File: src/rtl/synapse_spike_driver.sv
`default_nettype none
// ============================================================================
// synapse_spike_driver : buffers weighted spike events and drives a decaying,
//                        saturating synaptic current with a refractory gap.
// Revision: 1.0
// ============================================================================
module synapse_spike_driver #(
    parameter int W_WIDTH        = 16,
    parameter int I_WIDTH        = 24,
    parameter int DECAY_SHIFT    = 4,
    parameter int REFRACT_CYCLES = 8,
    parameter int FIFO_DEPTH     = 4
) (
    input  logic                      clk,
    input  logic                      rst_n,
    input  logic                      spike_valid,
    input  logic signed [W_WIDTH-1:0] spike_weight,
    output logic                      spike_ready,
    output logic signed [I_WIDTH-1:0] i_out,
    output logic                      i_valid,
    output logic                      busy,
    output logic [7:0]                drop_count
);

    localparam int AW = (FIFO_DEPTH > 1) ? $clog2(FIFO_DEPTH) : 1;
    localparam int CW = $clog2(FIFO_DEPTH + 1);
    localparam int RW = (REFRACT_CYCLES > 1) ? $clog2(REFRACT_CYCLES) : 1;

    localparam logic signed [I_WIDTH-1:0] ACC_ONE = I_WIDTH'(1);
    localparam logic signed [I_WIDTH-1:0] ACC_MAX = {1'b0, {(I_WIDTH-1){1'b1}}};
    localparam logic signed [I_WIDTH-1:0] ACC_MIN = {1'b1, {(I_WIDTH-1){1'b0}}};

    typedef enum logic [1:0] {
        ST_IDLE    = 2'd0,
        ST_APPLY   = 2'd1,
        ST_REFRACT = 2'd2
    } state_t;

    state_t                     r_state;
    logic signed [W_WIDTH-1:0]  r_mem [FIFO_DEPTH];
    logic [AW-1:0]              r_wr_ptr;
    logic [AW-1:0]              r_rd_ptr;
    logic [CW-1:0]              r_count;
    logic                       r_ready;
    logic [7:0]                 r_drop;
    logic signed [W_WIDTH-1:0]  r_weight;
    logic signed [I_WIDTH-1:0]  r_acc;
    logic                       r_valid;
    logic [RW-1:0]              r_refract;

    logic                       w_push;
    logic                       w_pop;
    logic [CW-1:0]              w_count_nxt;
    logic signed [I_WIDTH-1:0]  w_shift;
    logic signed [I_WIDTH-1:0]  w_decay;
    logic signed [I_WIDTH:0]    w_sum;
    logic signed [I_WIDTH-1:0]  w_sat;

    assign w_push = spike_valid && r_ready;
    assign w_pop  = (r_state == ST_IDLE) && (r_count != '0);

    always_comb begin
        w_count_nxt = r_count;
        if (w_push && !w_pop) begin
            w_count_nxt = r_count + CW'(1);
        end else if (!w_push && w_pop) begin
            w_count_nxt = r_count - CW'(1);
        end
    end

    // Once the shifted term vanishes, step by one toward zero so the tail ends at 0.
    assign w_shift = r_acc >>> DECAY_SHIFT;
    always_comb begin
        w_decay = '0;
        if (w_shift != '0) begin
            w_decay = r_acc - w_shift;
        end else if (r_acc == '0) begin
            w_decay = '0;
        end else if (r_acc[I_WIDTH-1]) begin
            w_decay = r_acc + ACC_ONE;
        end else begin
            w_decay = r_acc - ACC_ONE;
        end
    end

    assign w_sum = {w_decay[I_WIDTH-1], w_decay}
                 + {{(I_WIDTH+1-W_WIDTH){r_weight[W_WIDTH-1]}}, r_weight};

    always_comb begin
        w_sat = w_sum[I_WIDTH-1:0];
        if (w_sum[I_WIDTH] != w_sum[I_WIDTH-1]) begin
            w_sat = w_sum[I_WIDTH] ? ACC_MIN : ACC_MAX;
        end
    end

    always_ff @(posedge clk) begin
        if (w_push) begin
            r_mem[r_wr_ptr] <= spike_weight;
        end
    end

    always_ff @(posedge clk or negedge rst_n) begin
        if (!rst_n) begin
            r_state   <= ST_IDLE;
            r_wr_ptr  <= '0;
            r_rd_ptr  <= '0;
            r_count   <= '0;
            r_ready   <= 1'b0;
            r_drop    <= '0;
            r_weight  <= '0;
            r_acc     <= '0;
            r_valid   <= 1'b0;
            r_refract <= '0;
        end else begin
            r_count <= w_count_nxt;
            // Readiness looks at next occupancy only, so a full FIFO never passes through.
            r_ready <= (w_count_nxt != CW'(FIFO_DEPTH));
            if (w_push) begin
                r_wr_ptr <= (r_wr_ptr == AW'(FIFO_DEPTH-1)) ? '0 : r_wr_ptr + AW'(1);
            end
            if (w_pop) begin
                r_rd_ptr <= (r_rd_ptr == AW'(FIFO_DEPTH-1)) ? '0 : r_rd_ptr + AW'(1);
            end
            if (spike_valid && !r_ready && (r_drop != 8'hFF)) begin
                r_drop <= r_drop + 8'd1;
            end
            r_valid <= 1'b0;
            case (r_state)
                ST_IDLE: begin
                    r_acc <= w_decay;
                    if (w_pop) begin
                        r_weight <= r_mem[r_rd_ptr];
                        r_state  <= ST_APPLY;
                    end
                end
                ST_APPLY: begin
                    r_acc     <= w_sat;
                    r_valid   <= 1'b1;
                    r_refract <= RW'(REFRACT_CYCLES - 1);
                    r_state   <= ST_REFRACT;
                end
                ST_REFRACT: begin
                    r_acc <= w_decay;
                    if (r_refract == '0) begin
                        r_state <= ST_IDLE;
                    end else begin
                        r_refract <= r_refract - RW'(1);
                    end
                end
                default: begin
                    r_acc   <= w_decay;
                    r_state <= ST_IDLE;
                end
            endcase
        end
    end

    assign spike_ready = r_ready;
    assign i_out       = r_acc;
    assign i_valid     = r_valid;
    assign busy        = (r_state != ST_IDLE) || (r_count != '0);
    assign drop_count  = r_drop;

endmodule
`default_nettype wire
File: config.mk
export PLATFORM = sky130hd
export DESIGN_NAME = synapse_spike_driver
export DESIGN_NICKNAME = d
export VERILOG_FILES = /design/src/rtl/synapse_spike_driver.sv
export SDC_FILE = /design/constraint.sdc
export NUM_CORES = 1
export LEC_CHECK = 0
export CAP_MARGIN = 40
export CORE_UTILIZATION = 25
export CTS_CLUSTER_DIAMETER = 60
export DETAILED_ROUTE_END_ITERATION = 8
export GPL_ROUTABILITY_DRIVEN = 1
export MAX_ROUTING_LAYER = met4
export PLACE_DENSITY = 0.47
export SLEW_MARGIN = 20
export SYNTH_ARGS = -nofsm -noshare
export SYNTH_HDL_FRONTEND = slang
export SYNTH_SLANG_ARGS = --single-unit
File: constraint.sdc
create_clock -name clk -period 5.49 [get_ports clk]
set_input_delay 0.8235 -clock clk [delete_from_list [all_inputs] [get_ports clk]]
set_output_delay 0.8235 -clock clk [all_outputs]
set_load 0.01 [all_outputs]
==> flow_results.org <==
** Outcome
- The flow ran to the end, but the final reports show violations.
- The checks that failed: design-rule violations.

** Clock tree
- Clock latency reported for the late side of the worst-skew pair :: 0.42 ns
- Number of clock sinks seen by CTS :: 126
- In this run the deepest clock path goes through 2 buffers.
- The cell sitting at the root of the clock tree is a sky130_fd_sc_hd__clkbuf_16.
- Clock input transition at the sequential cells of the worst setup and hold paths :: 0.06 ns
- The number of clock buffers added by TritonCTS is 17.
- Hold repair after CTS inserted 0 buffers.
- TritonCTS built the clock tree.
- The clock tree synthesis step divided the H-tree into 4 levels.

** Global route
- Vias in the first global route :: 7,334
- Maximum number of pins on one net before global-route repair :: 53
- For this run, global-route usage on met2 was measured as 21.3%.
- Fraction of met3 tracks used by global routing :: 1.69%
- Met1 track demand over resource :: 18.7%
- Global routing finished with a remaining overflow of 0.
- Initial antenna violation count :: 0
- Most utilized layer in the global route result :: met2
- The first global-routing pass estimated 39,800 um of wire.
- All-Layer GR Usage :: 13.7%

** Timing
- Subtracting the final worst setup slack from the clock period gives 5.12 ns.
- For the pin with the worst max-slew slack, the measured transition is 0.704 ns.
- After layout, the worst path uses 93.4% of the clock period.
- Derived from the worst setup path, the maximum achievable clock frequency is 195 MHz.
- Number of hold violations in the final report :: 0
- Headroom to the max-slew limit came out at 51.8%.
- Setup violations remaining at the end of the flow were counted as 0.
- RSZ-0062 raised after global routing :: no
- Number of max-slew violations in the final report :: 0
- Setup skew after layout :: 0.00766 ns

** Cells and area
- In the final design database the tool counted 1,141 nets.
- Antenna diode count :: 0
- Synthesis-to-finish area growth :: 23.5%
- Finished layout cell area :: 11,300 sq um
- After filler insertion, the fill cell instance count of the layout stands at 3,662.
- Fraction of layout cells with a size suffix above 1 :: 15.5%

** Setup path
- For this design, the slowest cell found on the critical path is sky130_fd_sc_hd__fa_1.
- Max stage delay on crit path :: 0.42 ns
- Crit path depth :: 24
- Sequence of cells on the critical path :: inv_1 > ha_1 > inv_1 > fa_1 > a211oi_1 > nor2_1 > o2111ai_2 > a2111oi_0 > buf_1 > o41ai_2 > buf_4 > a21oi_1 > o21ai_0 > nor2b_1 > ha_1 > and3_4 > o21a_1 > and4_1 > and3_1 > a211oi_4 > buf_4 > nand4_1 > a311oi_1 > a31oi_1
- The startpoint identified for the worst register-to-register timing path is i_out[0].
- Arr. time, crit path :: 5.40 ns
- The worst register-to-register path has a setup slack of 0.37 ns.
- Kind of cell with the highest combined delay on the critical path :: compound AO/OA/AOI/OAI gates
- The worst setup path is launched from a flop.
- Source of the critical timing path :: i_out[0]
- In this run the worst path has a maximum fanout of 4.
- The most critical setup path has its endpoint at i_out[18].
- Number of buffer and inverter stages on the critical path :: 5
- Category of the most critical setup path :: flop to flop
- Endpoint of the worst register-to-register path :: i_out[18]
- Worst EP required :: 5.76 ns
- Worst Reg2Reg Path Length in Cells :: 24
- Crit. End Element :: flop

** Detailed routing
- Detail-routed via count per cell :: 4.94
- Detailed routing inserted a total of 7,479 vias.
- Detailed Route WL :: 24,700 um
- The detailed router finished its first iteration with 460 violations.
- Dividing the detail-routed wire length by the instance count gives 16.3 um.
- The pre-antenna-repair detailed-routing pass consisted of 6 iterations.
- After detailed routing, the number of remaining DRC violations is 4.
- Antenna Nets Post-Route :: 0

** Synth
- Fraction of registers with async set or reset after synthesis :: 49.2%
- After technology mapping, the gate count stands at 934.
- The synthesized netlist occupies a cell area of 9170 sq um.
- Average size of a mapped cell :: 9.81 sq um
- The synthesized netlist contains 78 unique library cells.
- Yosys mapped a number of flops with a built-in enable equal to 64.
- Flop and latch count out of synthesis :: 126
- Syn_nets :: 1,034
- Yosys warning count :: 0
- Primary flip-flop cell chosen by synthesis mapping :: sky130_fd_sc_hd__edfxtp_1
- Sequential-to-total area share from yosys stat :: 37.9%

** Floorplan
- Row generation in the floorplan step produced 69 rows.
- Once the floorplan was initialized, standard cells occupied 25.6% of the core.
- Die Ht :: 193 um
- DIE WIDTH :: 193 um
- Die Footprint :: 37,400 sq um
- 54 I/O pins were placed.
- The region available for standard cell placement spans 35,800 sq um.

** Place
- The congestion estimate from routability-driven global placement came to 0.887.
- Post-place instance area :: 10,600 sq um
- Half-perimeter wire length after placement :: 19,100 um
- Count of input and output buffers :: 53

** Job
- Reported max-cap violation count :: 0

** Worst hold path
- Hold Crit Class :: input port to asynchronous set/reset pin
-- timing repair --
action,4_1_cts,5_1_grt
pin swaps,1,1
setup endpoints to repair,19,23
setup buffers,1,2
gates resized for setup,0,3
-- sequential cells by signal, summed over array words and instances (netlist names) --
signal,count
spike_ready,1
i_out,24
r_state,2
i_valid,1
r_rd_ptr,2
r_wr_ptr,2
drop_count,8
r_count,3
r_mem,64
r_weight,16
r_refract,3
-- placed cells by master (no fill, tap or decap), types with 20 or more instances in the layout --
master / netlist / final
sky130_fd_sc_hd__ha_1: 78 / 78
sky130_fd_sc_hd__nand2_1: 77 / 77
sky130_fd_sc_hd__edfxtp_1: 64 / 64
sky130_fd_sc_hd__dfrtp_1: 62 / 62
sky130_fd_sc_hd__buf_4: 0 / 59
sky130_fd_sc_hd__o21ai_0: 58 / 58
sky130_fd_sc_hd__nor2_1: 58 / 58
sky130_fd_sc_hd__a21oi_1: 54 / 54
sky130_fd_sc_hd__clkdlybuf4s50_1: 0 / 52
sky130_fd_sc_hd__nand3_1: 47 / 47
sky130_fd_sc_hd__inv_1: 46 / 46
sky130_fd_sc_hd__xnor2_1: 29 / 29
sky130_fd_sc_hd__nor3_1: 24 / 23
sky130_fd_sc_hd__a21o_1: 22 / 22
sky130_fd_sc_hd__xor2_1: 20 / 20
-- per-layer routing --
| metal | vias up | share of wire (%) |
|---|---|---|
| li1 | 3750 | - |
| met1 | 3552 | 50 |
| met2 | 154 | 46 |
| met3 | 23 | 2.8 |
| met4 | 0 | 1.5 |
| met5 | - | 0 |
-- stage by stage --
stage          hold slack (ns)  utilization [%]  std cells  setup slack [ns]  setup TNS [ns]
2_1_floorplan            0.437                -        934             0.384               0
3_3_place_gp             0.451             29.6       1472            -0.156           -2.54
3_5_place_dp             0.464             29.6       1474            -0.178           -2.26
4_1_cts                  0.309             31.3       1507             0.138               0
5_1_grt                  0.312             31.6       1515            0.0323               0
6_report                 0.321             31.6       1515             0.365               0
-- final cells by class --
cell class	count	area, sq um	area share [%]
Sequential cell	126	3470	30.7
Inverter	46	173	1.53
Clock buffer	17	425	3.76
Tap cell	461	577	5.09
Multi-Input combinational cell	727	5390	47.6
Clock inverter	15	130	1.15
Timing Repair Buffer	123	1150	10.2
-- cells in the mapped netlist (all sizes together) (16+ instances only) --
cell    instances  share of area (%)
mux2           17                2.1
nand2          77                3.2
nand3          47                2.6
nor3           25                1.5
a21o           22                1.8
a21oi          58                3.3
xor2           20                1.9
dfrtp          62                 17
ha             78                 11
inv            46                1.9
clkbuf         25                1.0
mux4           16                3.9
nor2           58                2.4
a211oi         17                1.7
o21ai          60                3.3
edfxtp         64                 21
xnor2          29                2.8
-- how the worst min path moves through the flow --
stage                       startpoint       endpoint  slack, ns  depth (start not counted)
after floorplan           r_refract[2]   r_refract[2]       0.44                          2
after global placement    r_refract[2]   r_refract[2]       0.45                          2
after detailed placement  r_refract[2]   r_refract[2]       0.46                          2
after CTS                        rst_n  drop_count[7]       0.31                          2
after global routing             rst_n  drop_count[7]       0.31                          2
final                            rst_n  drop_count[7]       0.32                          2
-- cell families (layout without fill, tap and decap cells) --
family	after synthesis	in the layout	share of synthesized area, %
adder cells (fa/ha/maj)	81	81	11.3
buffers and inverters	81	201	3.52
AND/OR/NAND/NOR	288	288	15.9
multiplexers	36	36	6.35
flip-flops	126	126	37.9
AO/OA/AOI/OAI	273	273	20.3
XOR/XNOR	49	49	4.68
Power is left out: the tool's default activity adds up to more than one toggle a clock period on the data nets, which glitch-free logic cannot reach.
